[config.mk]
export PLATFORM = sky130hd
export DESIGN_NAME = adc_pack_flat
export DESIGN_NICKNAME = d
export VERILOG_FILES = /design/src/rtl/adc_pack_if.sv /design/src/rtl/adc_pack.sv /design/src/flat_wrapper.sv
export SDC_FILE = /design/constraint.sdc
export NUM_CORES = 1
export LEC_CHECK = 0
export ABC_AREA = 1
export CORE_AREA = 5 5 157 159
export DETAILED_ROUTE_END_ITERATION = 10
export DIE_AREA = 0 0 162 164
export PLACE_DENSITY = 0.73
export SETUP_SLACK_MARGIN = 0.4
export SKIP_CTS_REPAIR_TIMING = 1
export SYNTH_ARGS = -nofsm -noshare
export SYNTH_HDL_FRONTEND = slang
export SYNTH_SLANG_ARGS = --single-unit
export TNS_END_PERCENT = 10
[constraint.sdc]
create_clock -name clk50 -period 6.54 [get_ports clk50]
set_clock_uncertainty 0.15 [all_clocks]
set_input_delay 0.654 -clock clk50 [delete_from_list [all_inputs] [get_ports clk50]]
set_output_delay 0.654 -clock clk50 [all_outputs]
set_load 0.05 [all_outputs]
[src/rtl/adc_pack_if.sv]
// adc_pack_if: FIFO-side bus of the ADC packer.
//   odata : packed word (DATA_W bits), valid while wren is high
//   wren  : one-cycle FIFO write strobe
//   sof   : start-of-frame flag, qualified by wren
//   afull : FIFO almost-full, driven by the FIFO side
// master = packer, slave = FIFO.
interface adc_pack_if #(
  parameter int DATA_W = 40
) ();
  logic [DATA_W-1:0] odata;
  logic              wren;
  logic              sof;
  logic              afull;

  modport master (output odata, output wren, output sof, input afull);
  modport slave  (input odata, input wren, input sof, output afull);
endinterface

[src/rtl/adc_pack.sv]
// adc_pack: captures CH parallel ADC channels, decimates, optionally waits for
// a level crossing on channel 0, packs PACK samples per word and writes
// fixed-length frames into a FIFO. Whole words are dropped while the FIFO is
// almost full, and every dropped word is counted.
// Ports:
//   clk50, rst_n        clock and asynchronous active-low reset
//   en                  capture enable (level)
//   decim               keep 1 of every decim+1 sample ticks
//   trig_mode           0/3 free-run, 1 rising cross, 2 falling cross
//   trig_level          unsigned threshold compared on channel 0
//   frame_len           words per frame, 0 = endless
//   idata               channel c at [c*SAMPLE_W +: SAMPLE_W]
//   fifo                odata/wren/sof out, afull in
//   busy                high while armed or capturing
//   ovf_cnt             saturating dropped-word counter
module adc_pack #(
  parameter int SAMPLE_W = 10,
  parameter int CH       = 1,
  parameter int PACK     = 4,
  parameter int DECIM_W  = 8
) (
  input  logic                   clk50,
  input  logic                   rst_n,
  input  logic                   en,
  input  logic [DECIM_W-1:0]     decim,
  input  logic [1:0]             trig_mode,
  input  logic [SAMPLE_W-1:0]    trig_level,
  input  logic [15:0]            frame_len,
  input  logic [CH*SAMPLE_W-1:0] idata,
  adc_pack_if.master             fifo,
  output logic                   busy,
  output logic [15:0]            ovf_cnt
);
  localparam int WORD_W = PACK * SAMPLE_W;
  localparam int LP_W   = $clog2(PACK + 1);

  if ((PACK % CH) != 0) begin : g_bad_pack
    $error("adc_pack: PACK must be a multiple of CH");
  end

  typedef enum logic [1:0] {
    ST_IDLE    = 2'd0,
    ST_ARM     = 2'd1,
    ST_CAPTURE = 2'd2
  } state_t;

  state_t                  state_q, state_d;
  logic [CH*SAMPLE_W-1:0]  s1_q, s1_d;
  logic [SAMPLE_W-1:0]     s2_q, s2_d;
  logic [WORD_W-1:0]       pack_q, pack_d;
  logic [LP_W-1:0]         lane_ptr_q, lane_ptr_d;
  logic [DECIM_W-1:0]      dec_cnt_q, dec_cnt_d;
  logic [15:0]             word_cnt_q, word_cnt_d;
  logic [15:0]             frame_len_q, frame_len_d;
  logic                    sof_pend_q, sof_pend_d;
  logic [WORD_W-1:0]       odata_q, odata_d;
  logic                    wren_q, wren_d;
  logic                    sof_q, sof_d;
  logic                    busy_q, busy_d;
  logic [15:0]             ovf_cnt_q, ovf_cnt_d;

  logic                    keep;
  logic                    frame_start;
  logic                    free_run;
  logic                    trig_hit;
  logic                    sof_eff;
  logic [15:0]             frame_len_eff;

  // Advance the decimation counter: 0 is the kept tick, wraps after decim.
  function automatic logic [DECIM_W-1:0] dec_step(input logic [DECIM_W-1:0] cnt,
                                                  input logic [DECIM_W-1:0] lim);
    return (cnt >= lim) ? {DECIM_W{1'b0}} : cnt + DECIM_W'(1);
  endfunction

  // Next-state logic: trigger detection, decimation, lane packing, framing.
  always_comb begin
    state_d     = state_q;
    s1_d        = idata;
    s2_d        = s1_q[SAMPLE_W-1:0];
    pack_d      = pack_q;
    lane_ptr_d  = lane_ptr_q;
    dec_cnt_d   = dec_cnt_q;
    word_cnt_d  = word_cnt_q;
    frame_len_d = frame_len_q;
    sof_pend_d  = sof_pend_q;
    odata_d     = odata_q;
    wren_d      = 1'b0;
    sof_d       = 1'b0;
    ovf_cnt_d   = ovf_cnt_q;
    keep        = 1'b0;
    frame_start = 1'b0;
    free_run    = (trig_mode == 2'd0) || (trig_mode == 2'd3);

    case (trig_mode)
      2'd1:    trig_hit = (s2_q < trig_level) && (s1_q[SAMPLE_W-1:0] >= trig_level);
      2'd2:    trig_hit = (s2_q > trig_level) && (s1_q[SAMPLE_W-1:0] <= trig_level);
      default: trig_hit = 1'b0;
    endcase

    if (en) begin
      case (state_q)
        ST_IDLE: state_d = ST_ARM;
        ST_ARM: begin
          if (free_run) begin
            state_d     = ST_CAPTURE;
            frame_start = 1'b1;
            dec_cnt_d   = {DECIM_W{1'b0}};
          end else if (trig_hit) begin
            // The crossing sample itself is the first kept sample.
            state_d     = ST_CAPTURE;
            frame_start = 1'b1;
            keep        = 1'b1;
            dec_cnt_d   = dec_step({DECIM_W{1'b0}}, decim);
          end else begin
            state_d = ST_ARM;
          end
        end
        ST_CAPTURE: begin
          keep      = (dec_cnt_q == {DECIM_W{1'b0}});
          dec_cnt_d = dec_step(dec_cnt_q, decim);
        end
        default: state_d = ST_IDLE;
      endcase

      // A word can complete in the trigger cycle, so framing uses the
      // values of the frame being started rather than the stale registers.
      sof_eff       = frame_start ? 1'b1 : sof_pend_q;
      frame_len_eff = frame_start ? frame_len : frame_len_q;
      if (frame_start) begin
        word_cnt_d  = 16'd0;
        frame_len_d = frame_len;
        sof_pend_d  = 1'b1;
      end else begin
        frame_len_d = frame_len_q;
      end

      if (keep) begin
        for (int c = 0; c < CH; c++) begin
          pack_d[(int'(lane_ptr_q) + c)*SAMPLE_W +: SAMPLE_W] = s1_q[c*SAMPLE_W +: SAMPLE_W];
        end
        if ((int'(lane_ptr_q) + CH) >= PACK) begin
          lane_ptr_d = {LP_W{1'b0}};
          // The frame's sof is consumed by its first word even if dropped.
          sof_pend_d = 1'b0;
          if (fifo.afull) begin
            ovf_cnt_d = (ovf_cnt_q == 16'hFFFF) ? ovf_cnt_q : ovf_cnt_q + 16'd1;
          end else begin
            odata_d = pack_d;
            wren_d  = 1'b1;
            sof_d   = sof_eff;
          end
          if ((frame_len_eff != 16'd0) && ((word_cnt_d + 16'd1) == frame_len_eff)) begin
            word_cnt_d = 16'd0;
            if (free_run) begin
              sof_pend_d  = 1'b1;
              frame_len_d = frame_len;
            end else begin
              state_d = ST_ARM;
            end
          end else begin
            word_cnt_d = word_cnt_d + 16'd1;
          end
        end else begin
          lane_ptr_d = LP_W'(int'(lane_ptr_q) + CH);
        end
      end else begin
        pack_d = pack_q;
      end
    end else begin
      // Disable abandons any partial word and the current frame.
      sof_eff       = 1'b0;
      frame_len_eff = frame_len_q;
      state_d       = ST_IDLE;
      lane_ptr_d    = {LP_W{1'b0}};
      word_cnt_d    = 16'd0;
      sof_pend_d    = 1'b0;
    end

    busy_d = (state_d == ST_ARM) || (state_d == ST_CAPTURE);
  end

  // State and output registers.
  always_ff @(posedge clk50 or negedge rst_n) begin
    if (!rst_n) begin
      state_q     <= ST_IDLE;
      s1_q        <= '0;
      s2_q        <= '0;
      pack_q      <= '0;
      lane_ptr_q  <= '0;
      dec_cnt_q   <= '0;
      word_cnt_q  <= 16'd0;
      frame_len_q <= 16'd0;
      sof_pend_q  <= 1'b0;
      odata_q     <= '0;
      wren_q      <= 1'b0;
      sof_q       <= 1'b0;
      busy_q      <= 1'b0;
      ovf_cnt_q   <= 16'd0;
    end else begin
      state_q     <= state_d;
      s1_q        <= s1_d;
      s2_q        <= s2_d;
      pack_q      <= pack_d;
      lane_ptr_q  <= lane_ptr_d;
      dec_cnt_q   <= dec_cnt_d;
      word_cnt_q  <= word_cnt_d;
      frame_len_q <= frame_len_d;
      sof_pend_q  <= sof_pend_d;
      odata_q     <= odata_d;
      wren_q      <= wren_d;
      sof_q       <= sof_d;
      busy_q      <= busy_d;
      ovf_cnt_q   <= ovf_cnt_d;
    end
  end

  assign fifo.odata = odata_q;
  assign fifo.wren  = wren_q;
  assign fifo.sof   = sof_q;
  assign busy       = busy_q;
  assign ovf_cnt    = ovf_cnt_q;
endmodule

[src/flat_wrapper.sv]
// flat-port wrapper written by rule: the top's interface ports become plain ports
module adc_pack_flat 
#(
  parameter int SAMPLE_W = 10,
  parameter int CH       = 1,
  parameter int PACK     = 4,
  parameter int DECIM_W  = 8
)
  (clk50, rst_n, en, decim, trig_mode, trig_level, frame_len, idata, busy, ovf_cnt, fifo_odata, fifo_wren, fifo_sof, fifo_afull);
  adc_pack_if #(.DATA_W(40)) fifo_i ();
  input  logic clk50;
  input  logic rst_n;
  input  logic en;
  input  logic [DECIM_W-1:0] decim;
  input  logic [1:0] trig_mode;
  input  logic [SAMPLE_W-1:0] trig_level;
  input  logic [15:0] frame_len;
  input  logic [CH*SAMPLE_W-1:0] idata;
  output logic busy;
  output logic [15:0] ovf_cnt;
  output wire logic [$bits(fifo_i.odata)-1:0] fifo_odata;
  output wire logic [$bits(fifo_i.wren)-1:0] fifo_wren;
  output wire logic [$bits(fifo_i.sof)-1:0] fifo_sof;
  input wire logic [$bits(fifo_i.afull)-1:0] fifo_afull;
  assign fifo_odata = fifo_i.odata;
  assign fifo_wren = fifo_i.wren;
  assign fifo_sof = fifo_i.sof;
  assign fifo_i.afull = fifo_afull;
  adc_pack #(.SAMPLE_W(SAMPLE_W), .CH(CH), .PACK(PACK), .DECIM_W(DECIM_W)) u_core (.clk50(clk50), .rst_n(rst_n), .en(en), .decim(decim), .trig_mode(trig_mode), .trig_level(trig_level), .frame_len(frame_len), .idata(idata), .fifo(fifo_i), .busy(busy), .ovf_cnt(ovf_cnt));
endmodule
==> results_dict.tcl <==
set metrics [dict create \
    status "complete, no violations" \
    slew_headroom 0.3678 \
    synth.distinct_cells 54 \
    tns_ns 0 \
    rsz0062_at_grt "false" \
    drt_iter0_drc 919 \
    cp_cell_sequence "clkdlybuf4s50_1 > inv_1 > ha_1 > a21o_1 > nor2_1 > nand4_1 > nand2_2 > nand3_4 > nand2_4 > nand2_1 > inv_1 > ha_1 > nand3_1 > nor2_2 > nand3_1 > nand2_1 > nand2_1 > nand2_1 > inv_2 > nand2_2 > nor2_4 > a21oi_2 > nand3_1 > a21oi_1" \
    clock_sinks 165 \
    setup_viol 0 \
    syn_inst 1522 \
    yosys_register_bits 165 \
    fin_nets 1706 \
    row_count 56 \
    final_max_slew_viol_count 0 \
    cp_slowest_stage_delay_ns 0.51 \
    required_ns 6.73 \
    drc 0 \
    drt-wirelength-per-cell_um 15.24 \
    routed_wl_mm 29.12 \
    synthArstFlopShare 1.000 \
    ys.flop_type "dfrtp_1" \
    insertion_delay_ns 0.43 \
    path_class "in2reg" \
    reg2reg_from "u_core.lane_ptr_q[0]$_DFFE_PN0P_" \
    irDropWorstVdd_mv 0.1389 \
    via_count 9992 \
    startpoint "trig_level[9]" \
    finalHoldViolations 0 \
    place_congestion 0.9451 \
    dp_slack_ns 1.231 \
    antenna_cells 0 \
    final_cell_count_no_fill 1911 \
    die_w_um 162 \
    r2r_slack_ns 1.61 \
    power.density_nw_per_um2 253.6 \
    endpoint_kind "flop" \
    cpMaxStageDelayCell "a21oi_2" \
    pin_count 109 \
    layout_common_cells "nand2_1 (495), inv_1 (204), dfrtp_1 (165)" \
    clockBufferDepth 2 \
    reg2reg_depth 14 \
    multi_input_area_sq_um 5530 \
    power_leakage_nw 6.263 \
    area_growth_syn_to_layout_pct 17.25 \
    hold_ws_ns 0.1516 \
    cap_viol_max_count 0 \
    start_kind "input pin" \
    fmax_mhz 201.6 \
    grt_overflow 0 \
    finalCriticalPeriod_ns 4.961 \
    dr.pass1.iters 8 \
    coreArea_sq_um 23120 \
    vias_per_cell 5.229 \
    fin_ws_ns 1.579 \
    layout.cells.most_common "nand2_1" \
    post-route-period-util 0.7585 \
    syn_area_sq_um 10700 \
    post-dp-hpwl_mm 21.61 \
    dieArea_sq_um 26570 \
    synth_edf_count 0 \
    placed_cell_area_sq_um 11980 \
    antenna_found_initial 0 \
    grt_pass1_vias 9492 \
    nFillCells 2208 \
    initial_core_util 0.4627 \
    hold_path_class "in2async" \
    syn_area_per_cell_sq_um 7.030 \
    grt_max_degree 101 \
    fp.dieH_um 164 \
    grt_usage 0.2216 \
    cts-root-buf "clkbuf_16" \
    final_cell_area_sq_um 12540 \
    drive_gt1_frac 0.05614 \
    reg2reg_to "u_core.fifo.odata[20]$_DFFE_PN0P_" \
    register_area_sq_um 4129 \
    placedCellCount 1879 \
    grt_pass1_wl_mm 47.84 \
    ant_nets 0 \
    port-buffer-count 108 \
    critPathMaxFanout 47 \
    htree_levels 4 \
    tritoncts "built" \
    tightest_slew_ns 0.9452 \
    cp_common_cell "nand2_1" \
    endpoint "u_core.word_cnt_q[14]$_DFF_PN0_" \
    arrival_ns 5.15 \
    synth_seq_area_share 0.3859 \
    yosysWarnings 0 \
    cts_buffers 17 \
    syn_nets 1620 \
    clk_pin_slew_ns 0.07 \
]
[stage by stage]
stage / power [mW] / utilization
2_1_floorplan: 1.931 / -
6_report: 3.181 / 0.5425
4_1_cts: 3.193 / 0.5425
5_1_grt: 3.387 / 0.5425
3_3_place_gp: 2.182 / 0.5181
3_5_place_dp: 2.195 / 0.5181
[report_power, final]
group	total, mW	switching [mW]	leakage (nW)	internal (mW)
clock network	0.991	0.447	0.269	0.543
logic	0.979	0.674	3.87	0.306
registers	1.21	0.0599	2.13	1.15
[cells in the mapped netlist, drive strengths merged (8+ instances only)]
library cell / count / area [sq um]
a21oi: 30 / 161.4
nand2: 505 / 1931
buf: 16 / 115.1
nand3: 117 / 635.6
o22ai: 14 / 87.58
inv: 212 / 795.8
a22oi: 8 / 60.06
dfrtp: 165 / 4129
ha: 48 / 600.6
o21ai: 128 / 644.4
xor2: 17 / 148.9
nand4: 33 / 225.2
clkbuf: 33 / 123.9
nor2: 126 / 551.8
nor3: 19 / 100.1
[final cells by class]
type,count,share of cell area
clock inverter,11,0.009176
inverter,217,0.06493
multi-input combinational,1091,0.4409
sequential,165,0.3291
tap,290,0.02892
timing repair buffer,116,0.09106
clock buffer,21,0.03591
[kinds of logic after synthesis]
family,share of synthesized area
simple gates,0.3293
buf+inv,0.09847
compound gates,0.1091
flops,0.3859
fa+ha+maj,0.05613
xor+xnor,0.01801
mux,0.003040
[sequential cells by signal (all words and copies together) (netlist names)]
name / count
u_core.frame_len_q: 16
u_core.pack_q: 40
u_core.lane_ptr_q: 3
u_core.fifo.wren: 1
u_core.ovf_cnt: 16
u_core.busy: 1
u_core.dec_cnt_q: 8
u_core.s2_q: 10
u_core.state_q: 2
u_core.fifo.odata: 40
u_core.sof_pend_q: 1
u_core.fifo.sof: 1
u_core.word_cnt_q: 16
u_core.s1_q: 10
[worst max-delay path, delay by kind of cell]
family,cells,cell delay (ns)
compound gates,3,0.86
buf+inv,4,0.67
simple gates,15,2.41
fa+ha+maj,2,0.51
[routing by layer]
layer,GRT usage,wire length (um),up-vias
met5,0,0,-
met4,0.07228,739,0
met3,0.03363,1545,49
met2,0.3817,13990,327
met1,0.2878,12840,4571
li1,-,-,5045
[worst min path at each step]
stage,slack (ns),end,cells past startpoint,startpoint
2_1_floorplan,0.20,u_core.s2_q[0]$_DFF_PN0_,0,u_core.s1_q[0]$_DFF_PN0_
3_3_place_gp,0.21,u_core.s2_q[0]$_DFF_PN0_,0,u_core.s1_q[0]$_DFF_PN0_
3_5_place_dp,0.21,u_core.s2_q[0]$_DFF_PN0_,0,u_core.s1_q[0]$_DFF_PN0_
4_1_cts,0.22,u_core.fifo.odata[7]$_DFFE_PN0P_,1,rst_n
5_1_grt,0.25,u_core.s2_q[0]$_DFF_PN0_,0,u_core.s1_q[0]$_DFF_PN0_
6_report,0.15,u_core.fifo.odata[6]$_DFFE_PN0P_,1,rst_n
Power figures use the tool's default switching activity.
